--- src/rtl/cv32e40p_tmr_fault_monitor.sv ---
`default_nettype none
// +----------------------------------------------------------------------------+
// | cv32e40p_tmr_fault_monitor                                                 |
// | Timestamps TMR voter mismatches, counts them per source, buffers records   |
// | in a FIFO for a reader and raises a sticky alarm at a count threshold.     |
// | Rev 1.0                                                                    |
// +----------------------------------------------------------------------------+
module cv32e40p_tmr_fault_monitor #(
    parameter int N_SRC    = 3,
    parameter int DEPTH    = 4,
    parameter int TS_W     = 16,
    parameter int CNT_W    = 8,
    parameter int ALARM_TH = 4
) (
    input  logic                     clk,
    input  logic                     rst,
    input  logic                     sample_i,
    input  logic [N_SRC-1:0]         faulty_i,
    input  logic                     clear_i,
    output logic                     rec_valid_o,
    input  logic                     rec_ready_i,
    output logic [N_SRC+TS_W-1:0]    rec_data_o,
    output logic [N_SRC*CNT_W-1:0]   fault_cnt_o,
    output logic [CNT_W-1:0]         drop_cnt_o,
    output logic                     overflow_o,
    output logic                     alarm_o,
    output logic [1:0]               state_o
);

    localparam int              c_AW       = $clog2(DEPTH);
    localparam int              c_REC_W    = N_SRC + TS_W;
    localparam logic [CNT_W-1:0] c_CNT_MAX  = '1;
    localparam logic [CNT_W-1:0] c_ALARM_TH = CNT_W'(ALARM_TH);

    localparam logic [1:0] c_ST_OK    = 2'd0;
    localparam logic [1:0] c_ST_FAULT = 2'd1;
    localparam logic [1:0] c_ST_ALARM = 2'd2;

    logic [TS_W-1:0]    r_ts;
    logic [c_REC_W-1:0] r_mem [DEPTH];
    logic [c_AW:0]      r_wr_ptr;
    logic [c_AW:0]      r_rd_ptr;
    logic [CNT_W-1:0]   r_cnt [N_SRC];
    logic [CNT_W-1:0]   w_cnt_nxt [N_SRC];
    logic [N_SRC-1:0]   w_hit;
    logic [CNT_W-1:0]   r_drop_cnt;
    logic               r_overflow;
    logic [1:0]         r_state;
    logic [1:0]         w_state_nxt;

    logic w_event, w_empty, w_full, w_pop, w_push, w_drop, w_alarm_trig;

    // Timestamp runs through soft clears so records stay globally ordered.
    always_ff @(posedge clk) begin
        if (rst) r_ts <= '0;
        else     r_ts <= r_ts + TS_W'(1);
    end

    assign w_event = sample_i && (|faulty_i);
    assign w_empty = (r_wr_ptr == r_rd_ptr);
    assign w_full  = (r_wr_ptr[c_AW] != r_rd_ptr[c_AW]) &&
                     (r_wr_ptr[c_AW-1:0] == r_rd_ptr[c_AW-1:0]);
    assign w_pop   = !w_empty && rec_ready_i;
    assign w_push  = w_event && (!w_full || w_pop);
    assign w_drop  = w_event && w_full && !w_pop;

    assign rec_valid_o = !w_empty;
    assign rec_data_o  = w_empty ? '0 : r_mem[r_rd_ptr[c_AW-1:0]];

    always_ff @(posedge clk) begin
        if (rst || clear_i) begin
            r_wr_ptr <= '0;
            r_rd_ptr <= '0;
        end else begin
            if (w_push) r_wr_ptr <= r_wr_ptr + (c_AW+1)'(1);
            if (w_pop)  r_rd_ptr <= r_rd_ptr + (c_AW+1)'(1);
        end
    end

    // Push into a full FIFO only happens with a pop, when the write slot is the head being read out.
    always_ff @(posedge clk) begin
        if (!rst && !clear_i && w_push)
            r_mem[r_wr_ptr[c_AW-1:0]] <= {faulty_i, r_ts};
    end

    generate
        for (genvar k = 0; k < N_SRC; k++) begin : g_cnt
            assign w_cnt_nxt[k] = (w_event && faulty_i[k] && (r_cnt[k] != c_CNT_MAX)) ?
                                  r_cnt[k] + CNT_W'(1) : r_cnt[k];
            assign w_hit[k]     = (w_cnt_nxt[k] >= c_ALARM_TH);
            assign fault_cnt_o[k*CNT_W +: CNT_W] = r_cnt[k];

            always_ff @(posedge clk) begin
                if (rst || clear_i) r_cnt[k] <= '0;
                else                r_cnt[k] <= w_cnt_nxt[k];
            end
        end
    endgenerate

    always_ff @(posedge clk) begin
        if (rst || clear_i) begin
            r_drop_cnt <= '0;
            r_overflow <= 1'b0;
        end else if (w_drop) begin
            if (r_drop_cnt != c_CNT_MAX) r_drop_cnt <= r_drop_cnt + CNT_W'(1);
            r_overflow <= 1'b1;
        end
    end

    assign drop_cnt_o   = r_drop_cnt;
    assign overflow_o   = r_overflow;
    assign w_alarm_trig = w_event && (|w_hit);

    always_ff @(posedge clk) begin
        if (rst || clear_i) r_state <= c_ST_OK;
        else                r_state <= w_state_nxt;
    end

    always_comb begin
        w_state_nxt = r_state;
        case (r_state)
            c_ST_OK: begin
                if (w_alarm_trig) w_state_nxt = c_ST_ALARM;
                else if (w_event) w_state_nxt = c_ST_FAULT;
            end
            c_ST_FAULT: begin
                if (w_alarm_trig) w_state_nxt = c_ST_ALARM;
            end
            c_ST_ALARM: w_state_nxt = c_ST_ALARM;
            default:    w_state_nxt = c_ST_OK;
        endcase
    end

    always_comb begin
        state_o = r_state;
        alarm_o = (r_state == c_ST_ALARM);
    end

endmodule
`default_nettype wire

--- config.mk ---
export PLATFORM = sky130hd
export DESIGN_NAME = cv32e40p_tmr_fault_monitor
export DESIGN_NICKNAME = d
export VERILOG_FILES = /design/src/rtl/cv32e40p_tmr_fault_monitor.sv
export SDC_FILE = /design/constraint.sdc
export NUM_CORES = 1
export LEC_CHECK = 0
export CAP_MARGIN = 5
export CORE_ASPECT_RATIO = 1.25
export CORE_MARGIN = 2
export CORE_UTILIZATION = 40
export DETAILED_ROUTE_END_ITERATION = 10
export PLACE_DENSITY = 0.71
export RECOVER_POWER = 100
export SETUP_SLACK_MARGIN = 0.1
export SLEW_MARGIN = 20
export SYNTH_ARGS = -nofsm -noshare
export SYNTH_HDL_FRONTEND = slang
export SYNTH_SLANG_ARGS = --single-unit
--- constraint.sdc ---
create_clock -name clk -period 4.25 [get_ports clk]
set_input_delay 0.85 -clock clk [delete_from_list [all_inputs] [get_ports clk]]
set_output_delay 0.85 -clock clk [all_outputs]
set_load 0.005 [all_outputs]
; After elaboration in Yosys (flattened, before gate mapping)
; Memory sizes are Yosys's and may differ from the RTL's. A register that Yosys moved wholly into a read port is not among the register bits.
; Index checks and enable logic that the tools add are counted.
[totals]
inputBits = 8
ram_bits = 100
out_inout_bits = 56
register_bits = 33
mem_count = 2
elab_cells = 77
[mem_list]
columns = name, words, word_bits, rd, rd_clocked_by_memory_dff, wr, line
row1 = r_mem, 4, 19, 1, 1, 1, 40  ; logic [c_REC_W-1:0] r_mem [DEPTH];
row2 = r_cnt, 3, 8, 3, 0, 3, 43  ; logic [CNT_W-1:0] r_cnt [N_SRC];
[classes]
bitwise = 3
n_reduce_logical = 27
n_eq_ne = 11
mux = 18
add_sub_neg = 7
magnitude_cmp = 3
[op_table]
columns = op, count
row1 = $mux W8, 6
row2 = $add A8 B1 Y8 const B, 4
row3 = $ne A8 B8 Y1 const B, 4
row4 = $ge A8 B3 Y1 const B, 3
row5 = $mux W19, 1
row6 = $add A16 B1 Y16 const B, 1
row7 = $logic_and A1 B1 Y1, 15
row8 = $mux W2, 5
row9 = $add A3 B1 Y3 const B, 2
row10 = $pmux W2 S3, 1
row11 = $reduce_or A3 Y1, 2
row12 = $logic_not A1 Y1, 5
row13 = $mux W1, 5
row14 = $reduce_and A2 Y1, 2
row15 = $eq A3 B3 Y1, 1
row16 = $ne A3 B3 Y1 const B, 1
row17 = $or A1 B1 Y1, 3
row18 = $eq A2 B1 Y1 const B, 1
row19 = $eq A2 B2 Y1, 1
row20 = $eq A2 B2 Y1 const B, 1
row21 = $logic_not A2 Y1, 1
row22 = $logic_or A1 B1 Y1, 2
row23 = $ne A2 B2 Y1 const B, 1
row24 = $ne A1 B1 Y1, 1

; Logic depth before layout (Yosys ltp)
[logic_depth]
ltp_word = 10
ltp_mapped = 8
ltp_nobuf = 7

; Least setup slack after synthesis
; Ideal clock, no wire load.
[synth_timing]
path_type = input to register
start = in rst
end = mem r_mem[3][0] (netlist bit) (enable)
n_path_buf = 3
stages = 5
setup_slack_ns = 0.758
required_ns = 3.831
arrival_time_ns = 3.073
cell_sequence = clkbuf_1 or2_2 clkbuf_1 clkbuf_1 nor3_1
[synth_between]
elab_chain_len = 5
[synth_rtl]
columns = element, line
row1 = start: declaration, 16  ; input logic rst,
row2 = $logic_not A1 Y1, 82  ; if (!rst && !clear_i && w_push)
row3 = $logic_and A1 B1 Y1 (2 in a row), 82
row4 = $mux W1, 82
row5 = $mux W1 (implied by the code), 83  ; r_mem[r_wr_ptr[c_AW-1:0]] <= {faulty_i, r_ts};
row6 = end: declaration, 40
; No other way between the ends.

; Worst setup path in the final report
[layout_timing]
start = reg r_wr_ptr[1]
end = out rec_data_o[17]
[layout_between]
elab_chain_len = 2
[layout_rtl]
columns = element, line
row1 = start: declaration, 41  ; logic [c_AW:0] r_wr_ptr;
row2 = start signal: assignment, 75  ; if (w_push) r_wr_ptr <= r_wr_ptr + (c_AW+1)'(1);
row3 = $eq A3 B3 Y1, 60  ; assign w_empty = (r_wr_ptr == r_rd_ptr);
row4 = $mux W19, 68  ; assign rec_data_o = w_empty ? '0 : r_mem[r_rd_ptr[c_AW-1:0]];
row5 = end: declaration, 22  ; output logic [N_SRC+TS_W-1:0] rec_data_o,
; No other way between the ends.

==> impl_metrics.csv <==
group,metric,value,unit
clocking,clk_latency,0.41,ns
detailed_routing,route.detailed.drc,0,
floorplanning,core-area,14300,sq um
critical_path,crit_required,3.40,ns
critical_path,end_kind,"output pin",
synthesis,synth_edf_count,76,
critical_path,r2r_end,"drop_cnt_o[5]",
finish,drive_gt1_frac,0.115,
critical_path,critPathLaunchType,"register",
floorplanning,dieArea,15500,sq um
detailed_routing,final_antenna_net_count,0,
synthesis,yosysMostFrequentCell,"edfxtp_1",
finish,seq_area,3460,sq um
critical_path,worstRegToRegCells,6,
global_route,track_usage,0.161,
synthesis,ys.flop_type,"edfxtp_1",
timing,relSlewSlack,0.222,
clocking,cts_buffers,17,
synthesis,synth_common_cells,"edfxtp_1 (76), dfxtp_1 (59), nor2_1 (51)",
clocking,ctsResizeCount,0,
global_route,grt_first_pass_wirelength,19.6,mm
clocking,cts_root_buf,"clkbuf_16",
finish,area_delta_synth_final,24.2,%
global_route,top_usage_layer,"met2",
finish,n_antenna_cell,0,
finish,nets,556,
synthesis,synthMuxAreaShare,0.0917,
critical_path,path_max_fanout,20,
synthesis,ys_warn_count,0,
synthesis,synth_compound_area_frac,0.0468,
global_route,grt.met2_usage,0.278,
critical_path,r2r_slack,1.68,ns
global_route,grt_max_degree,35,
synthesis,syn_inst,461,
finish,fill_cells,1222,
synthesis,synth_top_family_by_area,"simple AND/OR/NAND/NOR gates",
clocking,cts.clk_slew.worst_paths,0.06,ns
detailed_routing,wl,11.8,mm
finish,multi_input_area,2220,sq um
synthesis,synth.largest_area_cell,"edfxtp_1",
synthesis,seq_area_frac_synth,0.597,
worst_hold_path,hold_class,"register to register",
detailed_routing,wl_per_cell,16.3,um
timing,fmax,0.288,GHz
synthesis,synth.top_cell.area_share,0.393,
synthesis,postSynthAreaPerCell,12.6,sq um
global_route,gr-usage-met3,0.0494,
floorplanning,die_x,112,um
timing,slew_violations,0,
synthesis,synth-seq-cells,135,
synthesis,synth_adder_area_share,0.0302,
placement,dpl-instance-area,6670,sq um
detailed_routing,dr_total_vias,3897,
global_route,grt_pass1_vias,3892,
critical_path,timing.rr.start,"r_wr_ptr[1]",
outcome,status,"finished, final reports clean",
synthesis,synth_simple_gate_area_frac,0.168,
clocking,post_cts_buffers,0,
detailed_routing,drt_iter0_drc,171,
synthesis,async_reset_ff_frac,0,
worst_hold_path,hold_start,"overflow_o",
detailed_routing,viasPerCell,5.38,
synthesis,syn_area,5800,sq um
clocking,cts_tree,"yes",
worst_hold_path,min_to,"overflow_o",
flow_run,maxCapViolations,0,
detailed_routing,drtPass1Iterations,5,
power,ir_drop,0.245,mV
timing,setup_viol,0,
placement,place_hpwl,8.12,mm
clocking,ctsHoldBuffers,0,
placement,place_congestion,0.890,
timing,tightest_slew,1.16,ns
floorplanning,ios,64,
power,power_density,405,nW/um^2
floorplanning,start_util,0.406,
critical_path,crit_arrival,2.62,ns
synthesis,synth.distinct_cells,42,
global_route,grt_use_met1,0.187,
synthesis,ys_top_cells_by_area,"edfxtp_1 (39%), dfxtp_1 (20%), mux4_2 (7.4%)",
synthesis,yosys.area_share.xor_xnor,0.0483,
global_route,overflow,0,
clocking,h-tree-depth,4,
floorplanning,die_h,139,um
finish,finalInstanceArea,7210,sq um
synthesis,syn_nets,483,
timing,post-route-period-util,0.816,
floorplanning,rows,49,
clocking,cts_buffer_depth,2,
timing,hold_viol,0,
timing,rsz0062_at_grt,"false",
clocking,cts.sinks,135,
timing,fin_crit,3.47,ns
power,leakage,2.62,nW
placement,io_buffers,63,
timing,setup_tns,0,ns
critical_path,path_class,"register to output pin",
global_route,grt_antenna_before_repair,0,
timing,skew,0.00700,ns
worst_hold_path,worstHoldPathCells,2,
[worst max-delay path by stage]
stage / from / to / depth (start not counted)
2_1_floorplan: rst / r_mem[3][0] / 5
3_3_place_gp: sample_i / r_mem[0][0] / 7
3_5_place_dp: sample_i / r_mem[0][0] / 7
4_1_cts: register / rec_data_o[17] / 3
5_1_grt: r_wr_ptr[1] / rec_data_o[17] / 5
6_report: r_wr_ptr[1] / rec_data_o[17] / 5
[power by group]
group	leakage, nW	switching [mW]	internal, mW
sequential	1.18	0.0101	1.38
clock	0.281	0.590	0.828
combinational	1.16	0.0552	0.0491
[worst max-delay path, stage by stage (launching register included)]
cell and delay, ns:
dfxtp_1 0.42, xor2_1 0.13, nor3b_2 0.18, clkbuf_1 0.74, nor2b_1 0.12, dlygate4sd3_1 0.62
[cell type report]
| class | instances | share of cell area |
|---|---|---|
| Sequential cell | 135 | 0.481 |
| Inverter | 9 | 0.00469 |
| Clock buffer | 17 | 0.0590 |
| Clock inverter | 15 | 0.0215 |
| Tap cell | 178 | 0.0309 |
| Timing Repair Buffer | 72 | 0.0948 |
| Multi-Input combinational cell | 299 | 0.309 |
[per-layer routing]
layer	vias up	share of wire
li1	1865	-
met1	1884	0.40
met2	129	0.53
met3	19	0.053
met4	0	0.016
met5	-	0
[stage by stage]
stage	cells	hold WS (ns)	total power [mW]	worst slack, ns	utilization
floorplan	461	0.449	1.48	0.758	-
global placement	693	0.458	1.53	0.822	0.467
detailed placement	693	0.462	1.54	0.798	0.467
CTS	725	0.477	2.95	0.896	0.507
global route	725	0.521	3.03	0.534	0.505
finish	725	0.462	2.92	0.781	0.505
[flip-flops by register name, indices dropped and copies added (netlist names), named ones only]
| signal | count |
|---|---|
| state_o | 2 |
| r_wr_ptr | 3 |
| r_cnt | 24 |
| r_ts | 16 |
| r_rd_ptr | 3 |
| overflow_o | 1 |
| r_mem | 76 |
| drop_cnt_o | 8 |
[logic make-up (layout without fill, tap and decap cells)]
logic type	Yosys count	count (layout)
AO/OA/AOI/OAI	40	40
XOR/XNOR	32	32
adder cells (fa/ha/maj)	14	14
buffers and inverters	27	113
flip-flops	135	135
AND/OR/NAND/NOR	184	184
multiplexers	29	29
[placed cells by master (no fill, tap or decap), types with 10 or more instances in the layout]
cell type	count
nand2_1	19
dfxtp_1	59
nor2b_1	20
and3_1	11
edfxtp_1	76
dlygate4sd3_1	60
nand3_1	20
nor3_1	14
mux4_2	19
xor2_1	21
nand4_1	10
xnor2_1	11
nor2_1	51
clkbuf_16	17
ha_1	14
a31oi_1	13
Power figures use the tool's default switching activity.
